## src/rtl/load_store_unit_if.sv

```systemverilog
// Core request/response and data-RAM bus bundle for the load/store unit.
// The slave modport is the LSU view; master is the core+RAM side.
interface load_store_unit_if;
  logic        req_valid;
  logic        req_ready;
  logic        req_we;
  logic [1:0]  req_size;
  logic        req_unsigned;
  logic [31:0] req_addr;
  logic [31:0] req_wdata;
  logic        resp_valid;
  logic [31:0] resp_rdata;
  logic        resp_err;
  logic [1:0]  resp_code;
  logic        mem_r_en;
  logic [31:0] mem_r_addr;
  logic [31:0] mem_r_data;
  logic        mem_w_en;
  logic [31:0] mem_w_addr;
  logic [31:0] mem_w_data;
  logic [1:0]  mem_state;

  modport slave (
    input  req_valid, req_we, req_size, req_unsigned,
    input  req_addr, req_wdata, mem_r_data, mem_state,
    output req_ready, resp_valid, resp_rdata, resp_err,
    output resp_code, mem_r_en, mem_r_addr, mem_w_en,
    output mem_w_addr, mem_w_data
  );

  modport master (
    output req_valid, req_we, req_size, req_unsigned,
    output req_addr, req_wdata, mem_r_data, mem_state,
    input  req_ready, resp_valid, resp_rdata, resp_err,
    input  resp_code, mem_r_en, mem_r_addr, mem_w_en,
    input  mem_w_addr, mem_w_data
  );
endinterface

```

## src/rtl/load_store_unit.sv

```systemverilog
// Byte/half/word load-store initiator for a word-only single-port RAM.
// Sub-word stores use read-modify-write; loads are lane-extracted.
module load_store_unit #(
  parameter bit CHECK_ALIGNMENT = 1'b1,
  parameter bit SUBWORD_WRITE   = 1'b1
) (
  input logic clk,
  input logic rst,
  load_store_unit_if.slave bus
);

  typedef enum logic [3:0] {
    IDLE, RD, RD_WAIT, WR, WR_WAIT,
    RMW_RD, RMW_WAIT, RMW_WR, RESP
  } state_e;

  state_e      state_q, state_d;
  logic        we_q, we_d;
  logic [1:0]  size_q, size_d;
  logic        uns_q, uns_d;
  logic [31:0] addr_q, addr_d;
  logic [31:0] wdata_q, wdata_d;
  logic [31:0] data_q, data_d;
  logic [1:0]  code_q, code_d;

  logic        misaligned;
  logic        illegal;
  logic [7:0]  lane_b;
  logic [15:0] lane_h;
  logic [31:0] load_val;
  logic [31:0] merged;
  logic [31:0] word_addr;

  assign word_addr = {addr_q[31:2], 2'b00};

  assign misaligned =
    (bus.req_size == 2'b01 && bus.req_addr[0]) ||
    (bus.req_size == 2'b10 && bus.req_addr[1:0] != 2'b00);

  assign illegal =
    (bus.req_size == 2'b11) ||
    (CHECK_ALIGNMENT && misaligned) ||
    (!SUBWORD_WRITE && bus.req_we && !bus.req_size[1]);

  // Half lanes use addr[1] only, which also forces natural alignment
  assign lane_b = bus.mem_r_data[{addr_q[1:0], 3'b000} +: 8];
  assign lane_h = bus.mem_r_data[{addr_q[1], 4'b0000} +: 16];

  always_comb begin
    load_val = bus.mem_r_data;
    merged   = bus.mem_r_data;
    unique case (size_q)
      2'b00: begin
        load_val = {{24{~uns_q & lane_b[7]}}, lane_b};
        merged[{addr_q[1:0], 3'b000} +: 8] = wdata_q[7:0];
      end
      2'b01: begin
        load_val = {{16{~uns_q & lane_h[15]}}, lane_h};
        merged[{addr_q[1], 4'b0000} +: 16] = wdata_q[15:0];
      end
      default: ;
    endcase
  end

  always_comb begin
    state_d = state_q;
    we_d    = we_q;
    size_d  = size_q;
    uns_d   = uns_q;
    addr_d  = addr_q;
    wdata_d = wdata_q;
    data_d  = data_q;
    code_d  = code_q;
    unique case (state_q)
      IDLE: begin
        if (bus.req_valid) begin
          we_d    = bus.req_we;
          size_d  = bus.req_size;
          uns_d   = bus.req_unsigned;
          addr_d  = bus.req_addr;
          wdata_d = bus.req_wdata;
          data_d  = '0;
          code_d  = 2'b00;
          if (illegal) begin
            code_d  = 2'b11;
            state_d = RESP;
          end else if (!bus.req_we) begin
            state_d = RD;
          end else if (bus.req_size == 2'b10) begin
            state_d = WR;
          end else begin
            state_d = RMW_RD;
          end
        end
      end
      RD:      state_d = RD_WAIT;
      RD_WAIT: begin
        code_d  = bus.mem_state;
        data_d  = (bus.mem_state == 2'b00) ? load_val : '0;
        state_d = RESP;
      end
      WR:      state_d = WR_WAIT;
      WR_WAIT: begin
        code_d  = bus.mem_state;
        data_d  = '0;
        state_d = RESP;
      end
      RMW_RD:  state_d = RMW_WAIT;
      RMW_WAIT: begin
        if (bus.mem_state != 2'b00) begin
          code_d  = bus.mem_state;
          data_d  = '0;
          state_d = RESP;
        end else begin
          data_d  = merged;
          state_d = RMW_WR;
        end
      end
      RMW_WR:  state_d = WR_WAIT;
      RESP:    state_d = IDLE;
      default: state_d = IDLE;
    endcase
  end

  always_ff @(posedge clk or posedge rst) begin
    if (rst) begin
      state_q <= IDLE;
      we_q    <= 1'b0;
      size_q  <= 2'b00;
      uns_q   <= 1'b0;
      addr_q  <= '0;
      wdata_q <= '0;
      data_q  <= '0;
      code_q  <= 2'b00;
    end else begin
      state_q <= state_d;
      we_q    <= we_d;
      size_q  <= size_d;
      uns_q   <= uns_d;
      addr_q  <= addr_d;
      wdata_q <= wdata_d;
      data_q  <= data_d;
      code_q  <= code_d;
    end
  end

  // Outputs decode from the async-reset state, so they drop with rst
  logic r_on, w_on, resp_on;
  assign r_on    = (state_q == RD) || (state_q == RMW_RD);
  assign w_on    = (state_q == WR) || (state_q == RMW_WR);
  assign resp_on = (state_q == RESP);

  assign bus.req_ready  = (state_q == IDLE);
  assign bus.mem_r_en   = r_on;
  assign bus.mem_r_addr = r_on ? word_addr : '0;
  assign bus.mem_w_en   = w_on;
  assign bus.mem_w_addr = w_on ? word_addr : '0;
  assign bus.mem_w_data = (state_q == WR)     ? wdata_q :
                          (state_q == RMW_WR) ? data_q  : '0;
  assign bus.resp_valid = resp_on;
  assign bus.resp_rdata = resp_on ? data_q : '0;
  assign bus.resp_code  = resp_on ? code_q : 2'b00;
  assign bus.resp_err   = resp_on && (code_q != 2'b00);

  logic unused;
  assign unused = we_q;

endmodule

```

## src/flat_wrapper.sv

```systemverilog
// flat-port wrapper written by rule: the top's interface ports become plain ports
module load_store_unit_flat 
#(
  parameter bit CHECK_ALIGNMENT = 1'b1,
  parameter bit SUBWORD_WRITE   = 1'b1
)
  (clk, rst, bus_req_valid, bus_req_we, bus_req_size, bus_req_unsigned, bus_req_addr, bus_req_wdata, bus_mem_r_data, bus_mem_state, bus_req_ready, bus_resp_valid, bus_resp_rdata, bus_resp_err, bus_resp_code, bus_mem_r_en, bus_mem_r_addr, bus_mem_w_en, bus_mem_w_addr, bus_mem_w_data);
  load_store_unit_if bus_i ();
  input logic clk;
  input logic rst;
  input wire logic [$bits(bus_i.req_valid)-1:0] bus_req_valid;
  input wire logic [$bits(bus_i.req_we)-1:0] bus_req_we;
  input wire logic [$bits(bus_i.req_size)-1:0] bus_req_size;
  input wire logic [$bits(bus_i.req_unsigned)-1:0] bus_req_unsigned;
  input wire logic [$bits(bus_i.req_addr)-1:0] bus_req_addr;
  input wire logic [$bits(bus_i.req_wdata)-1:0] bus_req_wdata;
  input wire logic [$bits(bus_i.mem_r_data)-1:0] bus_mem_r_data;
  input wire logic [$bits(bus_i.mem_state)-1:0] bus_mem_state;
  output wire logic [$bits(bus_i.req_ready)-1:0] bus_req_ready;
  output wire logic [$bits(bus_i.resp_valid)-1:0] bus_resp_valid;
  output wire logic [$bits(bus_i.resp_rdata)-1:0] bus_resp_rdata;
  output wire logic [$bits(bus_i.resp_err)-1:0] bus_resp_err;
  output wire logic [$bits(bus_i.resp_code)-1:0] bus_resp_code;
  output wire logic [$bits(bus_i.mem_r_en)-1:0] bus_mem_r_en;
  output wire logic [$bits(bus_i.mem_r_addr)-1:0] bus_mem_r_addr;
  output wire logic [$bits(bus_i.mem_w_en)-1:0] bus_mem_w_en;
  output wire logic [$bits(bus_i.mem_w_addr)-1:0] bus_mem_w_addr;
  output wire logic [$bits(bus_i.mem_w_data)-1:0] bus_mem_w_data;
  assign bus_i.req_valid = bus_req_valid;
  assign bus_i.req_we = bus_req_we;
  assign bus_i.req_size = bus_req_size;
  assign bus_i.req_unsigned = bus_req_unsigned;
  assign bus_i.req_addr = bus_req_addr;
  assign bus_i.req_wdata = bus_req_wdata;
  assign bus_i.mem_r_data = bus_mem_r_data;
  assign bus_i.mem_state = bus_mem_state;
  assign bus_req_ready = bus_i.req_ready;
  assign bus_resp_valid = bus_i.resp_valid;
  assign bus_resp_rdata = bus_i.resp_rdata;
  assign bus_resp_err = bus_i.resp_err;
  assign bus_resp_code = bus_i.resp_code;
  assign bus_mem_r_en = bus_i.mem_r_en;
  assign bus_mem_r_addr = bus_i.mem_r_addr;
  assign bus_mem_w_en = bus_i.mem_w_en;
  assign bus_mem_w_addr = bus_i.mem_w_addr;
  assign bus_mem_w_data = bus_i.mem_w_data;
  load_store_unit #(.CHECK_ALIGNMENT(CHECK_ALIGNMENT), .SUBWORD_WRITE(SUBWORD_WRITE)) u_core (.clk(clk), .rst(rst), .bus(bus_i));
endmodule
```

## config.mk

```make
export PLATFORM = sky130hd
export DESIGN_NAME = load_store_unit_flat
export DESIGN_NICKNAME = d
export VERILOG_FILES = /design/src/rtl/load_store_unit_if.sv /design/src/rtl/load_store_unit.sv /design/src/flat_wrapper.sv
export SDC_FILE = /design/constraint.sdc
export NUM_CORES = 1
export LEC_CHECK = 0
export ABC_AREA = 1
export BUFFER_PORTS_ARGS = -buffer_cell sky130_fd_sc_hd__buf_2
export CAP_MARGIN = 40
export CORE_MARGIN = 10
export CORE_UTILIZATION = 40
export CTS_CLUSTER_DIAMETER = 200
export DETAILED_ROUTE_END_ITERATION = 10
export PLACE_DENSITY = 0.64
export SLEW_MARGIN = 20
export SYNTH_ARGS = -nofsm -noshare
export SYNTH_HDL_FRONTEND = slang
export SYNTH_SLANG_ARGS = --single-unit
```

## constraint.sdc

```tcl
create_clock -name clk -period 3.6 [get_ports clk]
set_input_delay 0.36 -clock clk [delete_from_list [all_inputs] [get_ports clk]]
set_output_delay 0.36 -clock clk [all_outputs]
set_load 0.02 [all_outputs]
```

# After elaboration in Yosys (flattened, before gate mapping)
# Cells that the tools add are included.
# classes
n_addsub	2
n_eq_ne	14
n_shift	6
n_mux	24
bitwise_logic	3
reduce_logical	20
# op_table
cell	count
32-bit 2-to-1 mux	8
32-bit case mux with 2 select lines	2
32-bit case mux with 4 select lines	1
32-bit bitwise mux	2
16-bit by 7-bit variable shift with 32-bit output, first input constant	1
8-bit by 7-bit variable shift with 32-bit output, first input constant	1
16-bit by 7-bit variable part select with 32-bit output	1
32-bit by 6-bit variable part select with 16-bit output	1
32-bit by 6-bit variable part select with 8-bit output	1
8-bit by 7-bit variable part select with 32-bit output	1
4-bit case mux with 6 select lines	1
4-bit by 3-bit == test with 1-bit output, second input constant	4
4-bit 2-to-1 mux	4
5-bit negation with 7-bit output	2
4-bit by 2-bit == test with 1-bit output, second input constant	2
2-bit 2-to-1 mux	4
2-bit case mux with 3 select lines	1
2-bit nonzero test	3
2-bit by 1-bit == test with 1-bit output, second input constant	2
2-bit == test, second input constant	2
4-bit by 1-bit == test with 1-bit output, second input constant	1
4-bit == test, second input constant	1
2-bit logical NOT	2
4-bit logical NOT	1
other kinds (12)	20
# totals
reg_bits	105
input_bits	105
output_inout_bits	135
elab_cells	76

# Longest topological paths before layout
# depth
depth_word	7
depth_mapped	14
ltp_nobuf	11

# Worst setup path before layout
# OpenSTA, ideal clock, no wires.
# synth_path
path_kind	reg2out
from	register u_core.state_q[1]
to	output port bus_resp_rdata[10]
arrival_ps	1848
t_required_ps	3240
path_slack_ps	1392
path_stages_with_launch	7
path_buffers	1
path_cell_list	dfrtp_1 nor2_2 inv_1 nor3_1 inv_2 buf_2 nor2_1
# synth_via
elab_chain_len	2
# synth_lines
element	line	text
start, declared	load_store_unit.sv:17	state_e state_q, state_d;
start signal, assigned	load_store_unit.sv:136	state_q <= state_d;
4-bit == test	load_store_unit.sv:151	assign resp_on = (state_q == RESP);
via bus_resp_valid	flat_wrapper.sv:20	output wire logic [$bits(bus_i.resp_valid)-1:0] bus_resp_valid;
32-bit 2-to-1 mux	load_store_unit.sv:161	assign bus.resp_rdata = resp_on ? data_q : '0;
end, declared	flat_wrapper.sv:21	output wire logic [$bits(bus_i.resp_rdata)-1:0] bus_resp_rdata;
# The timed path passes the listed nets, and every way through them passes these cells.

# Worst setup path in the final report
# layout_path
from	register u_core.state_q[1]
to	output port bus_mem_w_data[14]
# layout_via
elab_chain_len	3
elab_cells_between_ends	4
cone_classes	eq/ne (2); mux (2)
# layout_lines
element	line	text
4-bit by 3-bit == test with 1-bit output	load_store_unit.sv:159	(state_q == RMW_WR) ? data_q : '0;
32-bit 2-to-1 mux	load_store_unit.sv:159	
32-bit 2-to-1 mux (*)	load_store_unit.sv:158	assign bus.mem_w_data = (state_q == WR) ? wdata_q :
end, declared	flat_wrapper.sv:28	output wire logic [$bits(bus_i.mem_w_data)-1:0] bus_mem_w_data;
# Mark *: on every way between the ends. The rest lies on a longest branch, timed or not.

==> impl_metrics.env <==
export IMPL_setup_tns_ns=0
export IMPL_io_pin_count=240
export IMPL_post_route_min_period_ns=2.670
export IMPL_grt_pass1_wl_mm=41.18
export IMPL_cp_startpoint="u_core.state_q[1]"
export IMPL_drive_above_1_share_pct=23.26
export IMPL_syn_to_final_growth_pct=23.08
export IMPL_hp_start="bus_req_addr[29]"
export IMPL_synth_most_common_cell="nor2_1"
export IMPL_p_leak_uw=0.005005
export IMPL_synth_compound_area_share_pct=20.35
export IMPL_p_clk_share_pct=15.8
export IMPL_hp_class="in -> reg"
export IMPL_worstSetupEndpointType="output pin"
export IMPL_cts_buffers=9
export IMPL_first_iter_violations=565
export IMPL_pwr_share_seq_pct=28.0
export IMPL_max_freq_ghz=0.3745
export IMPL_synthTopCellsByArea="dfrtp_1 (37%), nor2_1 (11%), nand2_1 (10%)"
export IMPL_clock_latency_ns=0.36
export IMPL_grt_pass1_vias=7552
export IMPL_grt_max_degree=75
export IMPL_drc=0
export IMPL_grt_ovfl_total=0
export IMPL_power_switching_uw=3418
export IMPL_synth_edf_count=0
export IMPL_outcome="complete, no violations"
export IMPL_dr_pass1_iters=5
export IMPL_worstPathRequired_ns=3.24
export IMPL_ctsHoldBuffers=1
export IMPL_ant_nets=0
export IMPL_postCtsSetupRepairBufs=0
export IMPL_cts_tree="built"
export IMPL_synth_xor_area_share_pct=0
export IMPL_synth_cell_types=27
export IMPL_finalCritPeriodShare_pct=74.18
export IMPL_syn_area_mm2=0.007101
export IMPL_yosysTopAreaCell="dfrtp_1"
export IMPL_r2r_end="u_core.data_q[5]"
export IMPL_die_w_um=153.2
export IMPL_nFillCells=1755
export IMPL_relSlewSlack_pct=46.76
export IMPL_viasPerCell=5.129
export IMPL_cp_arrival_ns=2.31
export IMPL_synth_top_area_share_pct=37.00
export IMPL_synth_seq_cells=105
export IMPL_rows=48
export IMPL_crit_end="bus_mem_w_data[14]"
export IMPL_worstPathMaxFanout=18
export IMPL_rsz0062_at_grt="false"
export IMPL_die_area_mm2=0.02348
export IMPL_setup_viol=0
export IMPL_start_util_pct=40.91
export IMPL_r2r_cells=9
export IMPL_synthTopCellsByCount="nor2_1 (207), nand2_1 (195), inv_1 (160), a21oi_1 (123), dfrtp_1 (105)"
export IMPL_p_int_uw=3205
export IMPL_fin_nets=1395
export IMPL_crit_path_start_kind="flop"
export IMPL_yosysSeqAreaShare_pct=37.00
export IMPL_powerDensity_mw_per_mm2=757.8
export IMPL_irDropWorstVdd_uv=493.0
export IMPL_worst_setup_path_type="reg -> out"
export IMPL_switching_share_pct=51.61
export IMPL_p_comb_share_pct=56.2
export IMPL_coreArea_mm2=0.01736
export IMPL_drv_slew=0
export IMPL_cts_resized=0
export IMPL_dpl_hpwl_mm=19.86
export IMPL_worstReg2RegStart="u_core.addr_q[1]"
export IMPL_place_congestion=0.9264
export IMPL_routed_wirelength_mm=26.43
export IMPL_synth_adder_area_share_pct=0.8811
export IMPL_synth_top_family_by_area="simple AND/OR/NAND/NOR gates"
export IMPL_wl_per_cell_um=17.42
export IMPL_hold_slack_ns=0.2372
export IMPL_num_vias=7780
export IMPL_grt_usage_pct=21.55
export IMPL_async_reset_ff_share_pct=100.0
export IMPL_cts_clk_slew_worst_paths_ns=0.08
export IMPL_worstMarginPinSlew_ns=0.7967
export IMPL_rrSetupSlack_ns=1.06
export IMPL_hold_viol=0
export IMPL_max_cap_violations=0
export IMPL_cts_buffer_depth=2
export IMPL_root_buffer="clkbuf_16"
export IMPL_antenna_found_initial=3
export IMPL_yosys_warnings=0
export IMPL_cts_max_level=3
export IMPL_synth_flop_cell="dfrtp_1"
export IMPL_synth_simple_area_share_pct=28.35
export IMPL_clock_sinks=105
export IMPL_io_buffers=235
export IMPL_synthMuxAreaShare_pct=0
export IMPL_die_y_um=153.2
export IMPL_skew_ns=0.01187
export IMPL_syn_avg_cell_area_um2=6.532
export IMPL_netlist_instances=1087
state kept, by name, summed over array words and instances, names as in the netlist:
register and count:
u_core.wdata_q 32, u_core.state_q 4, u_core.size_q 2, u_core.code_q 2, u_core.data_q 32, u_core.uns_q 1, u_core.addr_q 32
routing by layer:
layer | global-route usage (%) | vias up | routed length [um]
li1 | - | 3861 | -
met1 | 25.61 | 3522 | 10880
met2 | 34.92 | 347 | 12170
met3 | 8.446 | 46 | 2811
met4 | 6.948 | 4 | 538
met5 | 0 | - | 24
how the worst min path moves through the flow:
stage / slack, ns / end / cells after the start
6_report: 0.24 / u_core.addr_q[29] / 3
4_1_cts: 0.23 / u_core.addr_q[29] / 3
3_5_place_dp: 0.38 / u_core.wdata_q[30] / 2
5_1_grt: 0.23 / u_core.addr_q[20] / 3
2_1_floorplan: 0.45 / u_core.data_q[16] / 2
3_3_place_gp: 0.47 / u_core.data_q[6] / 2
through the flow:
step	util, %	instances	power (uW)	setup WS [ns]	instance area (um2)
after detailed placement	48.49	1498	5588	1.183	8416
after global routing	50.32	1515	7163	0.8052	8735
final	50.35	1517	6622	0.9296	8740
after global placement	48.09	1494	5526	1.233	8347
after CTS	50.32	1515	6655	0.9395	8735
after floorplan	-	1090	4523	0.4795	7112
cells by family (layout without fill, tap and decap cells):
group	after synthesis	count (layout)
DFF	105	105
adders and majority gates	5	5
other	1	6
AOI/OAI and AO/OA	259	259
buffers and inverters	233	433
and+or+nand+nor	484	484
placed cells by master, fill, tap and decap left out, types with 9 or more instances in the layout:
| cell type | netlist | layout |
|---|---|---|
| buf_2 | 26 | 235 |
| nand2_2 | 12 | 11 |
| o21ai_0 | 67 | 67 |
| inv_1 | 160 | 159 |
| nand3_1 | 46 | 46 |
| buf_4 | 5 | 10 |
| o22ai_1 | 32 | 32 |
| o211ai_1 | 30 | 30 |
| a21oi_1 | 123 | 123 |
| clkbuf_16 | 0 | 9 |
| nor2_1 | 207 | 207 |
| nand2_1 | 195 | 195 |
| dfrtp_1 | 105 | 105 |
power groups by stage:
stage	sequential [uW]	combinational [uW]	clock (uW)
4_1_cts	1860	3730	1070
5_1_grt	1910	4140	1110
2_1_floorplan	1780	2740	0
3_3_place_gp	1860	3660	0
3_5_place_dp	1870	3710	0
6_report	1860	3720	1040
worst max-delay path: stages, from the launching register on:
cell     delay (ns)
dfrtp_1        0.49
nand2_1        0.09
inv_1          0.09
nand2_1        0.46
buf_4          0.42
o22ai_1        0.18
buf_2          0.20
area by class of cell:
class                   count  area (um2)  share of cell area, %
diodes                      2       5.005                0.05727
repair buffers            251        1350                  15.45
clock buffers              10       239.0                  2.734
well taps                 225       281.5                  3.221
inverters                 166       625.6                  7.158
multi-input cells         752        3541                  40.52
flip-flops and latches    105        2628                  30.06
clock inverters             6       70.07                 0.8017
Power figures use the tool's default switching activity.
